**src/rtl/frogger_level_ctrl_if.sv**
```systemverilog
// Frogger level controller bus.
//   Inputs to the controller:    start (active-low button), goal pulse, hit pulse.
//   Outputs from the controller: level select, lives, respawn pulse,
//                                run / gameOver / win status.
// The master modport is the event source and status sink.
// The slave modport is the controller itself.
interface frogger_level_ctrl_if;
  logic       LEVELCTRL_start_InLow;
  logic       LEVELCTRL_goal_In;
  logic       LEVELCTRL_hit_In;
  logic [1:0] LEVELCTRL_level_OutBUS;
  logic [1:0] LEVELCTRL_lives_OutBUS;
  logic       LEVELCTRL_frogRespawn_Out;
  logic       LEVELCTRL_run_Out;
  logic       LEVELCTRL_gameOver_Out;
  logic       LEVELCTRL_win_Out;

  modport master (
    output LEVELCTRL_start_InLow, LEVELCTRL_goal_In, LEVELCTRL_hit_In,
    input  LEVELCTRL_level_OutBUS, LEVELCTRL_lives_OutBUS, LEVELCTRL_frogRespawn_Out,
           LEVELCTRL_run_Out, LEVELCTRL_gameOver_Out, LEVELCTRL_win_Out
  );

  modport slave (
    input  LEVELCTRL_start_InLow, LEVELCTRL_goal_In, LEVELCTRL_hit_In,
    output LEVELCTRL_level_OutBUS, LEVELCTRL_lives_OutBUS, LEVELCTRL_frogRespawn_Out,
           LEVELCTRL_run_Out, LEVELCTRL_gameOver_Out, LEVELCTRL_win_Out
  );
endinterface

```
**src/rtl/frogger_level_ctrl.sv**
```systemverilog
// Frogger level/lives sequencer.
// It tracks start / goal / hit events and drives the level mux select.
// It also produces the remaining lives count, frog respawn pulses, and the
// run / gameOver / win status.
// Ports:
//   LEVELCTRL_CLOCK_50      system clock, rising edge
//   LEVELCTRL_RESET_InHigh  synchronous active-high reset
//   bus                     frogger_level_ctrl_if.slave (events in, status out)
// Every output is a flop.
module frogger_level_ctrl #(
  parameter int NUM_LEVELS   = 4,
  parameter int LIVES_INIT   = 3,
  parameter int PAUSE_CYCLES = 16,
  parameter int PAUSE_WIDTH  = 5
) (
  input logic                 LEVELCTRL_CLOCK_50,
  input logic                 LEVELCTRL_RESET_InHigh,
  frogger_level_ctrl_if.slave bus
);

  typedef enum logic [2:0] {
    IDLE, PLAY, PAUSE_UP, PAUSE_DEAD, GAME_OVER, WIN
  } state_t;

  localparam logic [1:0]             LAST_LEVEL = 2'(NUM_LEVELS - 1);
  localparam logic [1:0]             LIVES_RST  = 2'(LIVES_INIT);
  localparam logic [PAUSE_WIDTH-1:0] PAUSE_LOAD = PAUSE_WIDTH'(PAUSE_CYCLES - 1);

  state_t                 state, stateNext;
  logic [1:0]             level, levelNext;
  logic [1:0]             lives, livesNext;
  logic [PAUSE_WIDTH-1:0] pauseCnt, pauseCntNext;
  logic                   respawnNext;
  logic                   startQ;
  logic                   startEvt;
  logic                   respawn, run, gameOver, win;

  // Falling edge of the active-low button.
  // Holding it low gives a single event.
  assign startEvt = startQ & ~bus.LEVELCTRL_start_InLow;

  always_comb begin
    stateNext    = state;
    levelNext    = level;
    livesNext    = lives;
    pauseCntNext = pauseCnt;
    respawnNext  = 1'b0;
    unique case (state)
      IDLE, GAME_OVER, WIN: begin
        if (startEvt) begin
          stateNext   = PLAY;
          levelNext   = 2'd0;
          livesNext   = LIVES_RST;
          respawnNext = 1'b1;
        end
      end
      PLAY: begin
        // A hit wins over a simultaneous goal.
        if (bus.LEVELCTRL_hit_In) begin
          if (lives > 2'd1) begin
            livesNext    = lives - 2'd1;
            pauseCntNext = PAUSE_LOAD;
            stateNext    = PAUSE_DEAD;
          end else begin
            livesNext = 2'd0;
            stateNext = GAME_OVER;
          end
        end else if (bus.LEVELCTRL_goal_In) begin
          if (level < LAST_LEVEL) begin
            // The new level is selected at once, so its pattern settles during the pause.
            levelNext    = level + 2'd1;
            pauseCntNext = PAUSE_LOAD;
            stateNext    = PAUSE_UP;
          end else begin
            stateNext = WIN;
          end
        end
      end
      PAUSE_UP, PAUSE_DEAD: begin
        // Count 0 is the last frozen cycle.
        // Loading PAUSE_CYCLES-1 gives exactly PAUSE_CYCLES cycles with run low.
        if (pauseCnt == '0) begin
          stateNext   = PLAY;
          respawnNext = 1'b1;
        end else begin
          pauseCntNext = pauseCnt - PAUSE_WIDTH'(1);
        end
      end
      default: stateNext = IDLE;
    endcase
  end

  always_ff @(posedge LEVELCTRL_CLOCK_50) begin
    if (LEVELCTRL_RESET_InHigh) begin
      state    <= IDLE;
      level    <= 2'd0;
      lives    <= LIVES_RST;
      pauseCnt <= '0;
      startQ   <= 1'b1;
      respawn  <= 1'b0;
      run      <= 1'b0;
      gameOver <= 1'b0;
      win      <= 1'b0;
    end else begin
      state    <= stateNext;
      level    <= levelNext;
      lives    <= livesNext;
      pauseCnt <= pauseCntNext;
      startQ   <= bus.LEVELCTRL_start_InLow;
      respawn  <= respawnNext;
      // Status flags are decoded from the next state.
      // Each flag is therefore a flop that is aligned with the state register.
      run      <= (stateNext == PLAY);
      gameOver <= (stateNext == GAME_OVER);
      win      <= (stateNext == WIN);
    end
  end

  assign bus.LEVELCTRL_level_OutBUS    = level;
  assign bus.LEVELCTRL_lives_OutBUS    = lives;
  assign bus.LEVELCTRL_frogRespawn_Out = respawn;
  assign bus.LEVELCTRL_run_Out         = run;
  assign bus.LEVELCTRL_gameOver_Out    = gameOver;
  assign bus.LEVELCTRL_win_Out         = win;

endmodule
```
**src/flat_wrapper.sv**
```systemverilog
// flat-port wrapper written by rule: the top's interface ports become plain ports
module frogger_level_ctrl_flat 
#(
  parameter int NUM_LEVELS   = 4,
  parameter int LIVES_INIT   = 3,
  parameter int PAUSE_CYCLES = 16,
  parameter int PAUSE_WIDTH  = 5
)
  (LEVELCTRL_CLOCK_50, LEVELCTRL_RESET_InHigh, bus_LEVELCTRL_start_InLow, bus_LEVELCTRL_goal_In, bus_LEVELCTRL_hit_In, bus_LEVELCTRL_level_OutBUS, bus_LEVELCTRL_lives_OutBUS, bus_LEVELCTRL_frogRespawn_Out, bus_LEVELCTRL_run_Out, bus_LEVELCTRL_gameOver_Out, bus_LEVELCTRL_win_Out);
  frogger_level_ctrl_if bus_i ();
  input logic LEVELCTRL_CLOCK_50;
  input logic LEVELCTRL_RESET_InHigh;
  input wire logic [$bits(bus_i.LEVELCTRL_start_InLow)-1:0] bus_LEVELCTRL_start_InLow;
  input wire logic [$bits(bus_i.LEVELCTRL_goal_In)-1:0] bus_LEVELCTRL_goal_In;
  input wire logic [$bits(bus_i.LEVELCTRL_hit_In)-1:0] bus_LEVELCTRL_hit_In;
  output wire logic [$bits(bus_i.LEVELCTRL_level_OutBUS)-1:0] bus_LEVELCTRL_level_OutBUS;
  output wire logic [$bits(bus_i.LEVELCTRL_lives_OutBUS)-1:0] bus_LEVELCTRL_lives_OutBUS;
  output wire logic [$bits(bus_i.LEVELCTRL_frogRespawn_Out)-1:0] bus_LEVELCTRL_frogRespawn_Out;
  output wire logic [$bits(bus_i.LEVELCTRL_run_Out)-1:0] bus_LEVELCTRL_run_Out;
  output wire logic [$bits(bus_i.LEVELCTRL_gameOver_Out)-1:0] bus_LEVELCTRL_gameOver_Out;
  output wire logic [$bits(bus_i.LEVELCTRL_win_Out)-1:0] bus_LEVELCTRL_win_Out;
  assign bus_i.LEVELCTRL_start_InLow = bus_LEVELCTRL_start_InLow;
  assign bus_i.LEVELCTRL_goal_In = bus_LEVELCTRL_goal_In;
  assign bus_i.LEVELCTRL_hit_In = bus_LEVELCTRL_hit_In;
  assign bus_LEVELCTRL_level_OutBUS = bus_i.LEVELCTRL_level_OutBUS;
  assign bus_LEVELCTRL_lives_OutBUS = bus_i.LEVELCTRL_lives_OutBUS;
  assign bus_LEVELCTRL_frogRespawn_Out = bus_i.LEVELCTRL_frogRespawn_Out;
  assign bus_LEVELCTRL_run_Out = bus_i.LEVELCTRL_run_Out;
  assign bus_LEVELCTRL_gameOver_Out = bus_i.LEVELCTRL_gameOver_Out;
  assign bus_LEVELCTRL_win_Out = bus_i.LEVELCTRL_win_Out;
  frogger_level_ctrl #(.NUM_LEVELS(NUM_LEVELS), .LIVES_INIT(LIVES_INIT), .PAUSE_CYCLES(PAUSE_CYCLES), .PAUSE_WIDTH(PAUSE_WIDTH)) u_core (.LEVELCTRL_CLOCK_50(LEVELCTRL_CLOCK_50), .LEVELCTRL_RESET_InHigh(LEVELCTRL_RESET_InHigh), .bus(bus_i));
endmodule
```
**config.mk**
```make
export PLATFORM = sky130hd
export DESIGN_NAME = frogger_level_ctrl_flat
export DESIGN_NICKNAME = d
export VERILOG_FILES = /design/src/rtl/frogger_level_ctrl_if.sv /design/src/rtl/frogger_level_ctrl.sv /design/src/flat_wrapper.sv
export SDC_FILE = /design/constraint.sdc
export NUM_CORES = 1
export LEC_CHECK = 0
export ABC_AREA = 1
export ABC_CLOCK_PERIOD_IN_PS = 1700
export BUFFER_PORTS_ARGS = -buffer_cell sky130_fd_sc_hd__buf_2
export CAP_MARGIN = 10
export CORE_MARGIN = 3
export CORE_UTILIZATION = 53
export DETAILED_ROUTE_END_ITERATION = 6
export PLACE_DENSITY = 0.84
export SYNTH_ARGS = -nofsm -noshare
export SYNTH_HDL_FRONTEND = slang
export SYNTH_SLANG_ARGS = --single-unit
```
**constraint.sdc**
```tcl
create_clock -name LEVELCTRL_CLOCK_50 -period 1.7 [get_ports LEVELCTRL_CLOCK_50]
set_input_delay 0.085 -clock LEVELCTRL_CLOCK_50 [delete_from_list [all_inputs] [get_ports LEVELCTRL_CLOCK_50]]
set_output_delay 0.085 -clock LEVELCTRL_CLOCK_50 [all_outputs]
set_load 0.05 [all_outputs]
```
Word level (Yosys, flattened, before mapping):

Index checks and enable logic that the tools add are counted.

* bitwise gates (word level): 2
* reduce and logical (&&, ||, !) cells: 9
* magnitude comparators: 2
* equality and inequality tests: 17
* mux-type cells: 25
* add/sub/neg operators: 3

Operators with widths (number)
* two-way mux 5 bit: 5
* two-way mux 3 bit: 6
* two-way mux 2 bit: 7
* == test 3 bit, second input constant: 4
* case mux 5 bit (2 select lines): 1
* AND reduction 5 bit: 2
* case mux 3 bit (3 select lines): 1
* != test 2 bit, second input constant: 4
* case mux 2 bit (2 select lines): 2
* == test 3 x 1 -> 1 bit, second input constant: 2
* == test 3 x 2 -> 1 bit, second input constant: 2
* != test 3 x 2 -> 1 bit, second input constant: 2
* zero test 5 bit: 1
* subtractor 5 x 1 -> 5 bit, second input constant: 1
* != test 2 x 1 -> 1 bit, second input constant: 2
* nonzero test 2 bit: 2
* zero test 3 bit: 1
* != test 3 bit, second input constant: 1
* AND reduction 3 bit: 1
* OR reduction 3 bit: 1
* adder 2 x 1 -> 2 bit, second input constant: 1
* > comparator 2 x 1 -> 1 bit, second input constant: 1
* < comparator 2 bit, second input constant: 1
* two-way mux 1 bit: 2
* 5 further kinds: 5

* register bits: 17
* output and inout port bits: 8
* input port bits: 5

Logic depth before layout (Yosys ltp):

Gate-level depths: netlist of run 1.

* depth in word-level cells: 6
* gate-level depth with buffers: 11

Worst setup path before layout of run 1:

OpenSTA, ideal clock, no wires.

* path kind: reg2reg
* start: reg u_core.level[0], in the netlist u_core.bus.LEVELCTRL_level_OutBUS[0]
* end: reg u_core.pauseCnt[2]
* setup slack: 0.264 ns
* cell stages (with the launch flop): 7
* data required time: 1.586 ns
* data arrival time: 1.322 ns
* setup time: 0.114 ns
* path through: dfxtp_1 > ha_1 > o21ai_0 > nand2_1 > nand2_4 > o21bai_1 > nor2_1

* word-level cells in the longest chain between the ends: 3

RTL lines
* start, declared: RTL line frogger_level_ctrl.sv:30 `logic [1:0] level, levelNext;`
* start signal, assigned: RTL line frogger_level_ctrl.sv:106 `level <= levelNext;`
* < comparator 2 bit: RTL line frogger_level_ctrl.sv:69 `if (level < LAST_LEVEL) begin`
* != test 3 x 2 -> 1 bit (no source line)
* AND reduction 5 bit (no source line)
* end signal, assigned: RTL line frogger_level_ctrl.sv:108 `pauseCnt <= pauseCntNext;`
* end, declared: RTL line frogger_level_ctrl.sv:32 `logic [PAUSE_WIDTH-1:0] pauseCnt, pauseCntNext;`

No other way between the ends.
A chain may end at the register's enable or synchronous reset.

Worst setup path after layout of run 1:

* start: reg u_core.pauseCnt[0]
* end: reg u_core.pauseCnt[1]

* word-level cells in the longest chain between the ends: 3
* elaborated cells between the ends (all ways): 6
* those cells by class: add/sub (1); eq/ne (1); mux (2); reduce/logical (2)

RTL lines (RTL line)
* subtractor 5 x 1 -> 5 bit or zero test 5 bit (tied branches): frogger_level_ctrl.sv:86, frogger_level_ctrl.sv:82
* two-way mux 5 bit or != test 2 bit (tied branches)
* case mux 5 bit (2 select lines) or AND reduction 5 bit (tied branches)

Parallel ways exist; a longest one is shown, timed or not. The select of a mux whose other input is x is not followed.

==> out/results.tsv, run 1 <==
metric	value	unit
status	finished clean	
hold_viol	0	
yosys.area_share.simple	35.9	%
internal-power	0.000806	W
grt_max_degree	11	
grt_use_total	18.3	%
worst_setup_path_end_kind	flop	
cts_setup_buffers	0	
power_density	1500	mW/mm²
synth_top_family_by_area	simple AND/OR/NAND/NOR gates	
dieArea	0.00212	mm²
ys_types	19	
nFillCells	114	
drive_gt1_share	16.4	%
cp.buffers_inverters	2	
synth_nets	132	
tns	0	ps
coreArea	0.00140	mm²
muxShareOfSynthArea	0	%
start_util	60.7	%
rr_endpoint	u_core.pauseCnt[1]	
synth_top_area_share	40.1	%
worstPathArrival	1540	ps
maxSlewViolCount	0	
tightest_slew	311	ps
crit_fanout	7	
synth_edf_count	0	
clockBufferDepth	2	
switching_share	44.0	%
synth.most_common_cell	nand2_1	
pre_cts_ws	378	ps
finClkSkew	4.34	ps
clk_pin_slew	100	ps
multiInputGateArea	434	µm²
drt_iter0_markers	7	
die_w	46.0	µm
synth-compound-area-share	8.69	%
syn-instance-count	124	
slowest_delay	330	ps
worst-setup-path-type	flop to flop	
io_pins	13	
power_frac_seq	38.9	%
yosysWarnings	0	
ys_ff_latch	17	
yosysTopAreaCell	dfxtp_1	
vias	760	
avgViaCountPerCell	4.90	
grt_antenna_before_repair	0	
setup_viol	0	
period_needed	1340	ps
cts_tree	done	
holdWs	66.0	ps
clk_latency	300	ps
synth-xor-area-share	2.06	%
crit_family	simple AND/OR/NAND/NOR gates	
finalWeightedCongestion	0.842	
drv_cap	0	
reg2regPathDepth	9	
areaGrowthSynthToFinish	13.1	%
cts-root-buf	clkbuf_4	
syn_area	850	µm²
r2r_slack	360	ps
drc	0	
cts.sinks	17	
cp.required	1900	ps
cts_buffers	3	
rsz0062_at_grt	false	
drtAntennaViolNets	0	
routed_wl	1590	µm
synth_area_leaders	dfxtp_1, nand2_1, nor2_1	
synthAdderAreaFrac	4.42	%
grt_pass1_wl	2700	µm
whs_path_depth	2	
r2r_start	u_core.pauseCnt[0]	
power.static_leakage	0.536	nW
grt.overflow.total	0	
htreeDepth	1	
critPathSlowestCell	dfxtp_1	
ys.flop_type	dfxtp_1	
comb_power_share	45.8	%
power.switching	0.000634	W
holdPathEnd	u_core.bus.LEVELCTRL_level_OutBUS[0]	
firstDrtPassIters	2	
seq_area_frac_synth	40.1	%
register_area	340	µm²
ys_top_cells_by_count	nand2_1, nor2_1, dfxtp_1, inv_1, nand3_1	
worstPathCellList	inv_1 > ha_1 > inv_1 > nor2_1 > nand2_1 > nand2_2 > nand2_4 > o21bai_1 > nor2_1	
rows	13	
min_period_over_period	78.6	%
cp-start-kind	flop	
setup_slack	364	ps
port_buffers	12	
antennaDiodeCount	0	
nNetsFinal	149	
synth_area_per_cell	6.85	µm²
fin_cells	155	
p_clk_share	15.3	%
hold_path.class	input pin to flop	
dp_cells	150	
timing.fmax	0.748	GHz
slew_headroom	79.2	%
die_h	46.0	µm
post-route-util	68.7	%
wl_per_cell	10.3	µm
grt_pass1_vias	671	
hpwl	1250	µm
holdCritStartpoint	LEVELCTRL_RESET_InHigh	
peakVddDrop	1.01	mV
async_flop_share	0	%
-- final cells by class --
class	count	area share [%]
sequential	17	35.4
inverter	19	7.42
timing repair buffer	13	7.29
multi-input combinational	87	45.2
tap	15	1.95
clock buffer	4	2.73
-- worst reg2reg max path, stage by stage, from the launching register on --
cell and delay, ps:
dfxtp_1 330, inv_1 100, ha_1 150, inv_1 30, nor2_1 110, nand2_1 100
nand2_2 140, nand2_4 90, o21bai_1 140, nor2_1 50
-- metal layers --
| metal | vias up | track usage (%) | wire, µm |
|---|---|---|---|
| met2 | 9 | 27.5 | 758 |
| met1 | 333 | 21.6 | 732 |
| met4 | 0 | 11.4 | 32 |
| met3 | 5 | 7.11 | 69 |
| met5 | - | 0 | 0 |
| li1 | 413 | - | - |
-- cells in the final DEF, fill, tap and decap left out --
cell,instances
nand2_4,1
dfxtp_1,17
xor2_1,2
dlygate4sd3_1,1
nand2_2,3
inv_1,17
clkbuf_4,3
nand4_1,1
clkbuf_1,1
o21ai_0,3
nor2_4,1
nor2_1,24
nand3b_1,1
ha_1,3
o21bai_1,4
buf_2,12
a21o_2,1
nor3_1,1
nand3_1,10
a21oi_1,4
nand2_1,28
inv_2,2
-- logic make-up (layout without fill, tap and decap cells) --
| kind of cell | Yosys count | in the layout |
|---|---|---|
| buffers and inverters | 20 | 36 |
| and+or+nand+nor | 70 | 70 |
| xor gates and xnor gates | 2 | 2 |
| AOI/OAI and AO/OA | 12 | 12 |
| adders and majority gates | 3 | 3 |
| DFF | 17 | 17 |
-- how the worst max path moves through the flow --
stage                                    startpoint                                 to  slack, ps  cells past startpoint
3_5_place_dp                     u_core.pauseCnt[0]                 u_core.pauseCnt[2]        380                      9
3_3_place_gp                     u_core.pauseCnt[0]                 u_core.pauseCnt[1]        440                      9
2_1_floorplan  u_core.bus.LEVELCTRL_level_OutBUS[0]                 u_core.pauseCnt[2]        260                      6
4_1_cts                          u_core.pauseCnt[0]                 u_core.pauseCnt[2]        370                      9
6_report                         u_core.pauseCnt[0]                 u_core.pauseCnt[1]        360                      9
5_1_grt                          u_core.pauseCnt[0]  u_core.bus.LEVELCTRL_gameOver_Out        210                     10
-- sequential cells by signal, indices dropped and copies added, names as in the netlist --
register / flops
u_core.bus.LEVELCTRL_run_Out: 1
u_core.bus.LEVELCTRL_level_OutBUS: 2
u_core.startQ: 1
u_core.bus.LEVELCTRL_frogRespawn_Out: 1
u_core.state: 3
u_core.bus.LEVELCTRL_win_Out: 1
u_core.bus.LEVELCTRL_gameOver_Out: 1
u_core.bus.LEVELCTRL_lives_OutBUS: 2
u_core.pauseCnt: 5
-- through the flow --
step,cell area [µm²],total power (W)
after CTS,961,0.00145
final,961,0.00144
after global placement,925,0.00120
after floorplan,850,0.00111
after detailed placement,925,0.00123
after global routing,961,0.00157
-- power groups by stage --
| stage | registers [W] | clock network (W) | logic (W) |
|---|---|---|---|
| global route | 0.000574 | 0.000247 | 0.000753 |
| global placement | 0.000565 | 0 | 0.000639 |
| CTS | 0.000559 | 0.000230 | 0.000664 |
| finish | 0.000560 | 0.000221 | 0.000660 |
| floorplan | 0.000646 | 0 | 0.000459 |
| detailed placement | 0.000569 | 0 | 0.000661 |
-- what timing repair did --
action / CTS / global route
gates resized for setup: 0 / 0
hold buffers: 1 / 0
hold endpoints to repair: 1 / 0
(Power assumes the default switching activity.)
==> inputs of run 2 (changes only) <==
- ABC_AREA: 1 -> 0
- ABC_CLOCK_PERIOD_IN_PS: 1700 -> 1200
- CORE_UTILIZATION: 53 -> 48
- PLACE_DENSITY: 0.84 -> 0.81
- clock period: 1.7 -> 1.2 ns (I/O delays scaled with it)
==> run 2 against run 1 <==
  * The run now ends with setup timing left
  * Fmax decreased by 23%
  * Die area is 5.5% higher
  * Utilization grew 13 points
  * Combinational power is 21% lower
  * Count of clock-buffer cells in the layout down 1
  * Sequential power increased by 13%
  * Cell count fell by 5.8%
  * Critical path type unchanged
  * Highest routed layer unchanged
==> out/results.tsv, run 2 <==
metric	value	unit	change
power_density	1150	mW/mm²	-23%
yosysTopAreaCell	dfxtp_1		
finClkSkew	1.71	ps	-2.64 ps
synthAdderAreaFrac	4.59	%	+0.17 points
clockBufferDepth	2		unchanged
nNetsFinal	139		-6.7%
cts_buffers	3		unchanged
ys_ff_latch	17		unchanged
worst_setup_path_end_kind	flop		
final_common_cell	buf_4		
power.static_leakage	0.557	nW	+3.9%
grt_pass1_vias	771		+15%
whs_path_depth	3		+1
clk_latency	300	ps	about the same
critPathSlowestCell	or4b_4		
drive_gt1_share	58.5	%	+42 points
hold_path.class	input pin to flop		
crit_fanout	6		-1
cts.sinks	17		unchanged
grt_use_total	21.7	%	+3.4 points
synth-compound-area-share	12.7	%	+4.0 points
grt.overflow.total	0		unchanged
avgViaCountPerCell	5.66		+16%
grt_antenna_before_repair	0		unchanged
rows	14		+1
regMostFlops	u_core.pauseCnt		
cp.buffers_inverters	1		-1
worstPathArrival	1950	ps	+410 ps
htreeDepth	1		unchanged
dpl_cell_area	0.00108	mm²	+17%
synth_top_family_by_area	simple AND/OR/NAND/NOR gates		
antennaDiodeCount	0		unchanged
muxShareOfSynthArea	3.67	%	+3.7 points
ys.flop_type	dfxtp_1		
synth_edf_count	0		unchanged
ys_top_cells_by_count	dfxtp_1, nor2b_1, nor2_1, nand3_1		
largest_reg_flops	5		unchanged
grt_max_degree	14		+3
post-route-util	81.9	%	+13 points
worstPathCellList	inv_2 > ha_1 > or4b_4 > and2_4 > mux2_4 > o21a_1		
areaGrowthSynthToFinish	56.1	%	
hold_buffers	0		-1
slowest_delay	460	ps	+130 ps
tightest_slew	411	ps	+99.3 ps
status	finished with violations		
drt_iter0_markers	25		+18
final_cell_mix	buf_4, buf_2, dfxtp_1, nor2b_1, nor2_1		
drv_cap	0		unchanged
period_needed	1740	ps	+405 ps
synth_area_leaders	dfxtp_1, nor2b_1, ha_1		
multiInputGateArea	581	µm²	+34%
synth-xor-area-share	0	%	-2.1 points
cts_tree	done		
synth_top_area_share	41.6	%	+1.5 points
dieArea	0.00224	mm²	+5.5%
start_util	52.5	%	-8.2 points
failed_checks	setup timing		
synth_area_per_cell	9.19	µm²	+34%
synth.most_common_cell	dfxtp_1		
ys_types	34		+15
syn-instance-count	89		-28%
cts-root-buf	clkbuf_4		
peakVddDrop	0.895	mV	-12%
drc	0		unchanged
maxSlewViolCount	0		unchanged
port_buffers	12		unchanged
synth_nets	97		-27%
cp.required	1410	ps	-490 ps
finalWeightedCongestion	0.716		-15%
seq_area_frac_synth	41.6	%	+1.5 points
hold_viol	0		unchanged
io_pins	13		unchanged
firstDrtPassIters	4		+2
yosys.area_share.simple	33.8	%	-2.1 points
async_flop_share	0	%	unchanged
die_h	47.3	µm	+2.7%
slew_headroom	72.3	%	-6.8 points
holdWs	64.2	ps	-1.82 ps
total_power	0.00148	W	+2.4%
timing.fmax	0.574	GHz	-23%
final_area	0.00128	mm²	+33%
setup_slack	-542	ps	-905 ps
register_area	360	µm²	+5.9%
setup_viol	16		+16
clk_pin_slew	100	ps	about the same
vias	827		+8.8%
cp_num_cells	6		-3
drtAntennaViolNets	0		unchanged
hpwl	1340	µm	+7.6%
rsz0062_at_grt	true		
yosysWarnings	0		unchanged
crit_family	simple AND/OR/NAND/NOR gates		
cp-start-kind	flop		
routed_wl	2320	µm	+46%
syn_area	818	µm²	-3.7%
die_w	47.3	µm	+2.7%
grt_pass1_wl	3220	µm	+19%
reg2regPathDepth	6		-3
pre_cts_ws	-519	ps	-897 ps
min_period_over_period	145	%	+67 points
top_regs	u_core.pauseCnt: 5 flops, u_core.state: 3 flops		
nFillCells	86		-25%
wl_per_cell	15.9	µm	+55%
coreArea	0.00156	mm²	+11%
worst-setup-path-type	flop to flop		
-- run 2: changes by cell type after synthesis, sizes merged, moves of 4 or more --
cell,before,now
nor3b,0,4
nor2,25,6
nor2b,0,7
nand3,10,5
o21bai,4,0
inv,19,4
nand2,32,4
and2,0,4
-- run 2: final timing paths --
check | endpoint | from | slack [ps]
worst max-delay path | u_core.pauseCnt[2] | u_core.pauseCnt[1] | -540
worst min-delay path | u_core.startQ | bus_LEVELCTRL_start_InLow | 60
worst max register to register | u_core.pauseCnt[2] | u_core.pauseCnt[1] | -540
worst min register to register | u_core.pauseCnt[3] | u_core.pauseCnt[3] | 560
-- run 2: cells by family after synthesis --
logic type | Yosys count
flops | 17
simple gates | 45
compound gates | 16
fa+ha+maj | 3
mux | 2
buf+inv | 6
-- run 2: timing repair --
action                                  in CTS  in global routing
resized for setup                           17                 11
setup buffers                                5                  3
pin swaps                                    7                  8
endpoints found under the setup margin      16                 16
cloned                                       0                  0
-- run 2: tightest hold or removal path, cell delays in order --
cell   delay [ps]
buf_2          90
buf_4         100
or2_2          90
-- run 2: area by class of cell --
type | instances | area share (%)
Clock buffer | 3 | 1.76
Clock inverter | 1 | 0.392
Inverter | 4 | 1.18
Multi-Input combinational cell | 66 | 45.4
Sequential cell | 17 | 28.2
Tap cell | 16 | 1.57
Timing Repair Buffer | 39 | 21.4
-- run 2: per-stage QoR --
step,TNS (ps),instances
final,-5340,146
after detailed placement,-4740,135
after floorplan,-3770,89
after global placement,-4210,135
after CTS,-4560,143
after global routing,-5870,146
-- run 2: power by group --
part           leakage, nW  switching [W]  total, W  internal [W]
Combinational        0.397       0.000247  0.000520      0.000273
Sequential           0.143      0.0000306  0.000632      0.000602
Clock               0.0177       0.000198  0.000323      0.000125
Total                0.557       0.000476   0.00148      0.000999
-- run 2: layer usage --
metal / track usage, % / wire [µm]
met5: 0 / 0
met4: 12.7 / 63
met3: 6.90 / 126
met2: 33.7 / 1130
met1: 26.1 / 996
